`src/rtl/object_ram_arbiter.sv`:
```
// Object RAM arbiter: shares the single-port stone RAM between the draw engine
// and two rope controllers, with an exclusive per-rope lock for read-modify-write.
module object_ram_arbiter #(
  parameter int unsigned ADDR_W       = 4,
  parameter int unsigned DATA_W       = 32,
  parameter int unsigned RD_LAT       = 2,
  parameter int unsigned LOCK_TIMEOUT = 4096
) (
  input  logic              clock,
  input  logic              reset,
  input  logic              draw_req,
  input  logic [ADDR_W-1:0] draw_addr,
  output logic              draw_gnt,
  output logic              draw_rvalid,
  output logic [DATA_W-1:0] draw_rdata,
  input  logic              rope0_req,
  input  logic              rope0_we,
  input  logic              rope0_lock,
  input  logic [ADDR_W-1:0] rope0_addr,
  input  logic [DATA_W-1:0] rope0_wdata,
  output logic              rope0_gnt,
  output logic              rope0_rvalid,
  output logic [DATA_W-1:0] rope0_rdata,
  input  logic              rope1_req,
  input  logic              rope1_we,
  input  logic              rope1_lock,
  input  logic [ADDR_W-1:0] rope1_addr,
  input  logic [DATA_W-1:0] rope1_wdata,
  output logic              rope1_gnt,
  output logic              rope1_rvalid,
  output logic [DATA_W-1:0] rope1_rdata,
  output logic [ADDR_W-1:0] ram_addr,
  output logic [DATA_W-1:0] ram_wdata,
  output logic              ram_wren,
  input  logic [DATA_W-1:0] ram_q,
  output logic [1:0]        lock_owner,
  output logic              lock_timeout_err
);

  localparam int unsigned RD_CNT_W   = 2;
  localparam int unsigned LOCK_CNT_W = $clog2(LOCK_TIMEOUT + 1);
  localparam logic [1:0]  OWN_NONE   = 2'b00;
  localparam logic [1:0]  OWN_ROPE0  = 2'b01;
  localparam logic [1:0]  OWN_ROPE1  = 2'b10;

  typedef enum logic [1:0] {S_IDLE, S_READ_WAIT, S_WRITE_DONE} state_e;
  typedef enum logic [1:0] {SRC_DRAW, SRC_ROPE0, SRC_ROPE1} src_e;

  state_e                state;
  src_e                  cur_src;
  logic [RD_CNT_W-1:0]   rd_cnt;
  logic [LOCK_CNT_W-1:0] lock_cnt;
  logic                  rr_ptr;      // 0: rope0 next, 1: rope1 next

  logic                  win_valid;
  src_e                  win_src;
  logic                  win_we;
  logic                  win_lock;
  logic [ADDR_W-1:0]     win_addr;
  logic [DATA_W-1:0]     win_wdata;
  logic [1:0]            win_owner;
  logic                  rope_gnt_now;
  logic                  owner_lock;
  logic                  owner_req;

  // Pick this cycle's winner: draw, then lock owner, then round robin when unlocked
  always_comb begin
    win_valid = 1'b0;
    win_src   = SRC_DRAW;
    if (draw_req) begin
      win_valid = 1'b1;
      win_src   = SRC_DRAW;
    end else if (lock_owner == OWN_ROPE0) begin
      if (rope0_req) begin
        win_valid = 1'b1;
        win_src   = SRC_ROPE0;
      end
    end else if (lock_owner == OWN_ROPE1) begin
      if (rope1_req) begin
        win_valid = 1'b1;
        win_src   = SRC_ROPE1;
      end
    end else if (rope0_req && rope1_req) begin
      win_valid = 1'b1;
      win_src   = rr_ptr ? SRC_ROPE1 : SRC_ROPE0;
    end else if (rope0_req) begin
      win_valid = 1'b1;
      win_src   = SRC_ROPE0;
    end else if (rope1_req) begin
      win_valid = 1'b1;
      win_src   = SRC_ROPE1;
    end
  end

  // Request mux for the winner plus lock-owner views
  always_comb begin
    win_we    = 1'b0;
    win_lock  = 1'b0;
    win_addr  = draw_addr;
    win_wdata = '0;
    case (win_src)
      SRC_ROPE0: begin
        win_we    = rope0_we;
        win_lock  = rope0_lock;
        win_addr  = rope0_addr;
        win_wdata = rope0_wdata;
      end
      SRC_ROPE1: begin
        win_we    = rope1_we;
        win_lock  = rope1_lock;
        win_addr  = rope1_addr;
        win_wdata = rope1_wdata;
      end
      default: ;
    endcase
    win_owner    = (win_src == SRC_ROPE1) ? OWN_ROPE1 : OWN_ROPE0;
    rope_gnt_now = (state == S_IDLE) && win_valid && (win_src != SRC_DRAW);
    owner_lock   = (lock_owner == OWN_ROPE1) ? rope1_lock : rope0_lock;
    owner_req    = (lock_owner == OWN_ROPE1) ? rope1_req  : rope0_req;
  end

  // Transaction FSM, lock tracking and all registered outputs
  always_ff @(posedge clock) begin
    if (reset) begin
      state            <= S_IDLE;
      cur_src          <= SRC_DRAW;
      rd_cnt           <= '0;
      lock_cnt         <= '0;
      rr_ptr           <= 1'b0;
      draw_gnt         <= 1'b0;
      draw_rvalid      <= 1'b0;
      draw_rdata       <= '0;
      rope0_gnt        <= 1'b0;
      rope0_rvalid     <= 1'b0;
      rope0_rdata      <= '0;
      rope1_gnt        <= 1'b0;
      rope1_rvalid     <= 1'b0;
      rope1_rdata      <= '0;
      ram_addr         <= '0;
      ram_wdata        <= '0;
      ram_wren         <= 1'b0;
      lock_owner       <= OWN_NONE;
      lock_timeout_err <= 1'b0;
    end else begin
      draw_gnt         <= 1'b0;
      rope0_gnt        <= 1'b0;
      rope1_gnt        <= 1'b0;
      draw_rvalid      <= 1'b0;
      rope0_rvalid     <= 1'b0;
      rope1_rvalid     <= 1'b0;
      ram_wren         <= 1'b0;
      lock_timeout_err <= 1'b0;

      case (state)
        S_IDLE: begin
          if (win_valid) begin
            cur_src  <= win_src;
            ram_addr <= win_addr;
            rd_cnt   <= '0;
            case (win_src)
              SRC_ROPE0: begin rope0_gnt <= 1'b1; rr_ptr <= 1'b1; end
              SRC_ROPE1: begin rope1_gnt <= 1'b1; rr_ptr <= 1'b0; end
              default:   draw_gnt <= 1'b1;
            endcase
            if (win_we) begin
              ram_wdata <= win_wdata;
              ram_wren  <= 1'b1;
              state     <= S_WRITE_DONE;
            end else begin
              state     <= S_READ_WAIT;
            end
          end
        end
        S_READ_WAIT: begin
          if (rd_cnt == RD_CNT_W'(RD_LAT)) begin
            case (cur_src)
              SRC_ROPE0: begin rope0_rdata <= ram_q; rope0_rvalid <= 1'b1; end
              SRC_ROPE1: begin rope1_rdata <= ram_q; rope1_rvalid <= 1'b1; end
              default:   begin draw_rdata  <= ram_q; draw_rvalid  <= 1'b1; end
            endcase
            state <= S_IDLE;
          end else begin
            rd_cnt <= rd_cnt + RD_CNT_W'(1);
          end
        end
        S_WRITE_DONE: state <= S_IDLE;
        default:      state <= S_IDLE;
      endcase

      // Only the owner (or anyone when unlocked) can win, so a rope grant sets the lock
      if (rope_gnt_now) begin
        lock_cnt   <= '0;
        lock_owner <= win_lock ? win_owner : OWN_NONE;
      end else if (lock_owner != OWN_NONE) begin
        if (!owner_lock && !owner_req) begin
          lock_owner <= OWN_NONE;
        end else if (lock_cnt == LOCK_CNT_W'(LOCK_TIMEOUT)) begin
          lock_owner       <= OWN_NONE;
          lock_timeout_err <= 1'b1;
          rr_ptr           <= (lock_owner == OWN_ROPE0);
        end else begin
          lock_cnt <= lock_cnt + LOCK_CNT_W'(1);
        end
      end
    end
  end

endmodule

```
`config.mk`:
```
export PLATFORM = sky130hd
export DESIGN_NAME = object_ram_arbiter
export DESIGN_NICKNAME = d
export VERILOG_FILES = /design/src/rtl/object_ram_arbiter.sv
export SDC_FILE = /design/constraint.sdc
export NUM_CORES = 1
export LEC_CHECK = 0
export CAP_MARGIN = 10
export CORE_MARGIN = 2
export CORE_UTILIZATION = 43
export CTS_CLUSTER_SIZE = 28
export DETAILED_ROUTE_END_ITERATION = 6
export GPL_TIMING_DRIVEN = 0
export PLACE_DENSITY = 0.8
export SKIP_CTS_REPAIR_TIMING = 1
export SLEW_MARGIN = 20
export SYNTH_ARGS = -nofsm -noshare
export SYNTH_HDL_FRONTEND = slang
export SYNTH_SLANG_ARGS = --single-unit
```
`constraint.sdc`:
```
create_clock -name clock -period 3.2 [get_ports clock]
set_input_delay 0.32 -clock clock [delete_from_list [all_inputs] [get_ports clock]]
set_output_delay 0.32 -clock clock [all_outputs]
set_load 0.05 [all_outputs]
```
=== After elaboration in Yosys (flattened, before gate mapping) ===
Index checks and enable logic that the tools add are counted.

* Register bits: 162
* Latch bits: 0
* Bits in writable memories: 0
* ROM bits: 0
* Bits of input ports: 117
* Word-level logic and storage cells: 117
* Memories kept: 0

* Add/sub/neg operators: 2
* Multipliers: 0
* Div/mod/pow operators: 0
* Magnitude comparators: 0
* Equal/unequal tests: 12
* Shift-type cells: 0
* Mux-type cells: 49
* Bitwise operators: 8
* Reductions and logical operators: 27

{| class="wikitable"
|+ Operators by type and width
! kind !! count
|-
| one-hot mux 32 bit (2 select lines) || 1
|-
| two-way mux 2 bit || 18
|-
| two-way mux 1 bit || 24
|-
| AND reduction 3 bit || 6
|-
| adder 13 x 1 -> 13 bit, second input constant || 1
|-
| == test 13 bit, second input constant || 1
|-
| == test 2 x 1 -> 1 bit, second input constant || 4
|-
| == test 2 bit, second input constant || 4
|-
| inverter 1 bit || 8
|-
| one-hot mux 2 bit (2 select lines) || 2
|-
| one-hot mux 4 bit (2 select lines) || 1
|-
| nonzero test 2 bit || 4
|-
| != test 2 bit, second input constant || 3
|-
| one-hot mux 1 bit (2 select lines) || 3
|-
| AND reduction 2 bit || 3
|-
| OR reduction 2 bit || 3
|-
| OR reduction 3 bit || 2
|-
| logical AND 1 bit || 4
|-
| OR reduction 4 bit || 1
|-
| nonzero test 3 bit || 1
|-
| adder 2 x 1 -> 2 bit, second input constant || 1
|-
| logical NOT 1 bit || 2
|-
| logical NOT 2 bit || 1
|}

=== Depth between registers and ports, before layout ===
* Word-level depth: 14
* Depth in mapped cells: 12
* Mapped depth without buffers: 10

=== Worst setup path after synthesis ===
OpenSTA, ideal clock, no wires.

* Kind: register to register
* Start: register lock_owner[0]
* End: register ram_wdata[10]
* Library setup time: 0.081 ns
* Arrival: 3.179 ns
* Required time: 3.119 ns
* Setup slack: -0.060 ns
* Cell stages (with the launch flop): 13
* Buffers on the path: 3
* Cells stage by stage: dfxtp_1 > nand2b_4 > o211a_1 > clkbuf_1 > inv_1 > ha_1 > buf_2 > and4b_1 > o211ai_2 > a211oi_4 > buf_6 > nor2_1 > a211oi_2

* Word-level cells in the longest chain between the ends: 7
* Elaborated cells on any way between the ends: 13
* Those cells by class: eq/ne (4); mux (8); reduce/logical (1)

{| class="wikitable"
|+ Ends and longest elaborated chain
! element !! line !! source
|-
| from (decl) || 36 || <nowiki>output logic [1:0] lock_owner,</nowiki>
|-
| from (signal assigned) || 193 || <nowiki>lock_owner <= win_lock ? win_owner : OWN_NONE;</nowiki>
|-
| == test 2 bit || 78 || <nowiki>end else if (lock_owner == OWN_ROPE1) begin</nowiki>
|-
| two-way mux 2 bit || 78 ||
|-
| two-way mux 2 bit || 73 || <nowiki>end else if (lock_owner == OWN_ROPE0) begin</nowiki>
|-
| two-way mux 2 bit || 70 || <nowiki>if (draw_req) begin</nowiki>
|-
| == test 2 bit / == test 2 x 1 -> 1 bit (equally long branches) || 101 || <nowiki>case (win_src)</nowiki>
|-
| one-hot mux 1 bit (2 select lines) || 101 ||
|-
| AND reduction 3 bit (no source line) || - ||
|-
| to (signal assigned) || 166 || <nowiki>ram_wdata <= win_wdata;</nowiki>
|-
| to (decl) || 33 || <nowiki>output logic [DATA_W-1:0] ram_wdata,</nowiki>
|}

Parallel ways exist; a longest one is shown, timed or not.
A chain may end at the register's enable or synchronous reset.

=== Worst setup path after layout ===
* Start: input rope0_req
* End: register ram_wdata[19]

* Word-level cells in the longest chain between the ends: 8
* Elaborated cells on any way between the ends: 18
* Those cells by class: eq/ne (2); mux (14); reduce/logical (2)

{| class="wikitable"
|+ Ends and longest elaborated chain
! element !! line !! source
|-
| from (decl) || 16 || <nowiki>input logic rope0_req,</nowiki>
|-
| two-way mux 2 bit / logical AND 1 bit (equally long branches) || 86, 83 ||
|-
| two-way mux 2 bit * || 83 || <nowiki>end else if (rope0_req && rope1_req) begin</nowiki>
|-
| two-way mux 2 bit * || 78 ||
|-
| two-way mux 2 bit * || 73 ||
|-
| two-way mux 2 bit * || 70 ||
|-
| via win_src[1] || 56 || <nowiki>src_e win_src;</nowiki>
|-
| == test 2 bit / == test 2 x 1 -> 1 bit (equally long branches) || 101 ||
|-
| one-hot mux 1 bit (2 select lines) || 101 ||
|-
| AND reduction 3 bit (no source line) || - ||
|}

Mark *: on every way through the listed nets, which the timed path passes. The rest lies on a longest branch.

==> run_summary.xml <==
<?xml version="1.0" encoding="UTF-8"?>
<metrics>
  <group name="synth">
    <metric name="synth-adder-area-share" unit="%">1.51</metric>
    <metric name="synth.distinct_cells" unit="">49</metric>
    <metric name="synth.yosys.warnings" unit="">0</metric>
    <metric name="synth_seq_area_share" unit="%">50.2</metric>
    <metric name="largest_family_of_logic_cells_by_synthesized_area" unit="">compound AO/OA/AOI/OAI gates</metric>
    <metric name="synth_nets" unit="">885</metric>
    <metric name="syn_area" unit="um^2">6460</metric>
    <metric name="multiplexer_share_of_the_synthesized_area" unit="%">0.329</metric>
    <metric name="yosys_most_used_dff" unit="">sky130_fd_sc_hd__dfxtp_1</metric>
    <metric name="synth_enable_flop_cells" unit="">0</metric>
    <metric name="synth_compound_gate_area_share" unit="%">20.9</metric>
    <metric name="netlist_instances" unit="">761</metric>
    <metric name="synth-simple-area-share" unit="%">20.8</metric>
    <metric name="async_set_or_reset_flop_fraction_in_the_synthesized_netlist" unit="%">0</metric>
    <metric name="synth_xor_xnor_area_share" unit="%">1.63</metric>
    <metric name="total_of_flip_flops_plus_latches_after_synthesis" unit="">162</metric>
    <metric name="postSynthAreaPerCell" unit="um^2">8.49</metric>
  </group>
  <group name="layout">
    <metric name="postLayoutCellArea" unit="um^2">9950</metric>
    <metric name="finish.utilization" unit="%">68.2</metric>
    <metric name="final_layout_size_suffix_gt1_share" unit="%">8.43</metric>
    <metric name="number_of_inserted_diodes" unit="">0</metric>
    <metric name="final_cells" unit="">1240</metric>
    <metric name="area_growth_syn_to_layout" unit="%">54.2</metric>
    <metric name="nNetsFinal" unit="">1167</metric>
  </group>
  <group name="critical_path">
    <metric name="criticalPathCategory" unit="">input pin to flop</metric>
    <metric name="cp-start-kind" unit="">input pin</metric>
    <metric name="timing.critical_path.required" unit="ns">3.54</metric>
    <metric name="worst_ep_arrival_time" unit="ns">3.43</metric>
    <metric name="timing.rr.start" unit="">lock_owner[1]</metric>
    <metric name="cp-startpoint" unit="">rope0_req</metric>
    <metric name="worstRegToRegCells" unit="">13</metric>
    <metric name="worst_r2r_endpoint" unit="">ram_wdata[19]</metric>
    <metric name="crit_path_end_kind" unit="">flop</metric>
    <metric name="worst-path-max-fanout" unit="">10</metric>
    <metric name="rrSetupSlack" unit="ns">0.21</metric>
  </group>
  <group name="floorplanning">
    <metric name="fp-row-count" unit="">44</metric>
    <metric name="die-area" unit="um^2">16000</metric>
    <metric name="height_of_the_die" unit="um">127</metric>
    <metric name="core_region_area" unit="um^2">14600</metric>
    <metric name="initial_utilization" unit="%">44.3</metric>
    <metric name="num_io_pins" unit="">259</metric>
    <metric name="die_w" unit="um">127</metric>
  </group>
  <group name="global_route">
    <metric name="gr-total-overflow" unit="">0</metric>
    <metric name="grt.met1_usage" unit="%">30.5</metric>
    <metric name="first_global_vias" unit="">6230</metric>
    <metric name="grt_start_max_net_pins" unit="">17</metric>
    <metric name="groute.layer.met3.usage" unit="%">8.44</metric>
    <metric name="antenna_found_initial" unit="">0</metric>
    <metric name="globalRouteTotalUtil" unit="%">25.6</metric>
    <metric name="busiest_layer" unit="">met2</metric>
    <metric name="globalRouteMet2Util" unit="%">43.2</metric>
    <metric name="grt_pass1_wl" unit="um">32700</metric>
  </group>
  <group name="routing">
    <metric name="route.detailed.vias_per_inst" unit="">5.23</metric>
    <metric name="postRouteWirelength" unit="um">20700</metric>
    <metric name="route.antenna.remaining_nets" unit="">0</metric>
    <metric name="wire_per_inst" unit="um">16.7</metric>
    <metric name="detailroute.via_count" unit="">6479</metric>
    <metric name="drtIter0Drc" unit="">371</metric>
    <metric name="drt_pass1_iterations" unit="">5</metric>
    <metric name="detailed_route_drc_error_count" unit="">0</metric>
  </group>
  <group name="power">
    <metric name="power_per_cell_area" unit="nW/um^2">478</metric>
    <metric name="total_leakage_power" unit="nW">3.35</metric>
    <metric name="worst_ir_drop_vdd" unit="mV">0.337</metric>
    <metric name="fin_total_pwr" unit="mW">4.76</metric>
  </group>
  <group name="worst_hold_path">
    <metric name="min_path_type" unit="">flop to flop</metric>
    <metric name="worstHoldEndpoint" unit="">draw_rdata[4]</metric>
    <metric name="min_path_cells" unit="">2</metric>
    <metric name="hp-start" unit="">draw_rdata[4]</metric>
  </group>
  <group name="placement">
    <metric name="placed_cells" unit="">1202</metric>
    <metric name="io_buffer_count" unit="">257</metric>
    <metric name="place.detailed.hpwl" unit="um">15400</metric>
    <metric name="detailedPlace.worstSlack" unit="ns">-0.693</metric>
    <metric name="finalWeightedCongestion" unit="">0.840</metric>
    <metric name="placed_cell_area" unit="um^2">9260</metric>
  </group>
  <group name="timing">
    <metric name="maxSlewViolCount" unit="">0</metric>
    <metric name="worst_pin_slew" unit="ns">0.691</metric>
    <metric name="setup_viol" unit="">0</metric>
    <metric name="max_freq" unit="MHz">324</metric>
    <metric name="finalSetupTns" unit="ns">0</metric>
    <metric name="report.final.hold_viol_count" unit="">0</metric>
    <metric name="timing.max_slew.rel_slack" unit="%">54.0</metric>
    <metric name="fin_crit_sh" unit="%">96.5</metric>
    <metric name="setup_slack" unit="ns">0.112</metric>
    <metric name="clock_skew" unit="ns">0.00484</metric>
    <metric name="period_needed" unit="ns">3.09</metric>
    <metric name="finalHoldWorstSlack" unit="ns">0.453</metric>
  </group>
  <group name="cts">
    <metric name="clock_sink_count" unit="">162</metric>
    <metric name="cts-root-buf" unit="">sky130_fd_sc_hd__clkbuf_16</metric>
    <metric name="htree_num_levels" unit="">4</metric>
    <metric name="ctsLongestPathBuffers" unit="">2</metric>
    <metric name="cts.reportedPaths.clkPinSlew" unit="ns">0.06</metric>
    <metric name="tritoncts.num_buffers" unit="">17</metric>
    <metric name="clock_insertion_delay_worst_skew" unit="ns">0.42</metric>
    <metric name="clock_tree_from_tritoncts" unit="">done</metric>
  </group>
  <group name="run">
    <metric name="max_cap_viol_count" unit="">0</metric>
  </group>
  <group name="outcome">
    <metric name="result_of_the_run" unit="">finished clean</metric>
  </group>
</metrics>
[state kept, by name, summed over array words and instances (netlist names)]
signal	count
rope1_gnt	1
rope0_gnt	1
rope1_rdata	32
state	2
rope0_rdata	32
lock_owner	2
ram_wdata	32
lock_timeout_err	1
rd_cnt	2
lock_cnt	13
draw_rvalid	1
rope1_rvalid	1
rope0_rvalid	1
ram_addr	4
rr_ptr	1
cur_src	2
ram_wren	1
draw_gnt	1
draw_rdata	32
[kinds of logic after synthesis]
kind of cell / after synthesis
AND/OR/NAND/NOR: 318
AO/OA/AOI/OAI: 192
XOR/XNOR: 12
flip-flops: 162
adder cells (fa/ha/maj): 8
multiplexers: 2
buffers and inverters: 67
[where the power goes]
part           internal, mW  switching, mW
Combinational         0.242          0.294
Sequential             2.05         0.0165
Clock                  1.35          0.813
[final cells by class]
cell class                 instances  area [um^2]
multi-input combinational        532         2930
inverter                           9         33.8
sequential                       162         3250
clock buffer                      23          468
timing repair buffer             263         2630
tap                              184          230
buffer                            58          267
clock inverter                     9          154
fill                            1192         4630
[worst max path at each step]
stage / to / cells after the start
floorplan: ram_wdata[10] / 12
global placement: ram_wdata[7] / 12
detailed placement: ram_wdata[19] / 12
CTS: ram_wdata[19] / 12
global route: ram_wdata[21] / 14
finish: ram_wdata[19] / 14
[layer usage]
metal / vias to the layer above / part of all wire [%]
met5: - / 0
met4: 0 / 2.2
met3: 41 / 9.5
met2: 289 / 49
met1: 2989 / 40
li1: 3160 / -
[cell usage in the layout, fill, tap and decap left out, drive strengths merged, types with 4 or more instances in the layout]
master | netlist | layout
o211ai | 5 | 5
a22oi | 32 | 32
a221o | 4 | 4
buf | 13 | 18
and3 | 4 | 4
nand2b | 4 | 4
nand3 | 8 | 8
ha | 7 | 7
a211oi | 34 | 34
xor2 | 11 | 11
inv | 9 | 9
clkbuf | 45 | 69
nor3 | 4 | 4
nand4 | 9 | 9
and2 | 6 | 6
clkdlybuf4s50 | 0 | 257
nand2 | 209 | 209
nor2 | 56 | 56
bufinv | 0 | 4
a21oi | 107 | 107
dfxtp | 162 | 162
[cells in the mapped netlist, types with 3 or more instances]
library cell                 n  area share, %
sky130_fd_sc_hd__and3_1      4           0.39
sky130_fd_sc_hd__and4_1      3           0.41
sky130_fd_sc_hd__a211oi_2   29            5.6
sky130_fd_sc_hd__nor2b_1     3           0.29
sky130_fd_sc_hd__nand4_1     9           0.87
sky130_fd_sc_hd__a211oi_1    4           0.47
sky130_fd_sc_hd__inv_1       9           0.52
sky130_fd_sc_hd__nand2_1   209             12
sky130_fd_sc_hd__dfxtp_1   162             50
sky130_fd_sc_hd__a221o_1     4           0.62
sky130_fd_sc_hd__buf_2       6           0.47
sky130_fd_sc_hd__a22oi_1    32            3.7
sky130_fd_sc_hd__and2_1      6           0.58
sky130_fd_sc_hd__clkbuf_1   45            2.6
sky130_fd_sc_hd__ha_1        7            1.4
sky130_fd_sc_hd__nor2_1     56            3.3
sky130_fd_sc_hd__xor2_1     11            1.5
sky130_fd_sc_hd__a21oi_1   107            8.3
sky130_fd_sc_hd__buf_6       3           0.52
sky130_fd_sc_hd__nor3_1      4           0.31
sky130_fd_sc_hd__o211ai_1    4           0.47
sky130_fd_sc_hd__nand3_1     8           0.62
sky130_fd_sc_hd__buf_4       3           0.35
sky130_fd_sc_hd__nor4_1      3           0.29
[critical path: stages]
cell and delay [ns]:
sky130_fd_sc_hd__clkdlybuf4s50_1 0.51, sky130_fd_sc_hd__nor2b_1 0.18, sky130_fd_sc_hd__maj3_1 0.37, sky130_fd_sc_hd__nor3b_2 0.29
sky130_fd_sc_hd__inv_1 0.08, sky130_fd_sc_hd__ha_1 0.28, sky130_fd_sc_hd__clkbuf_4 0.19, sky130_fd_sc_hd__and4b_1 0.22
sky130_fd_sc_hd__o211ai_2 0.13, sky130_fd_sc_hd__a211oi_4 0.30, sky130_fd_sc_hd__buf_12 0.16, sky130_fd_sc_hd__buf_6 0.14
sky130_fd_sc_hd__nor2_1 0.06, sky130_fd_sc_hd__a211oi_2 0.19
(Power assumes the default switching activity.)
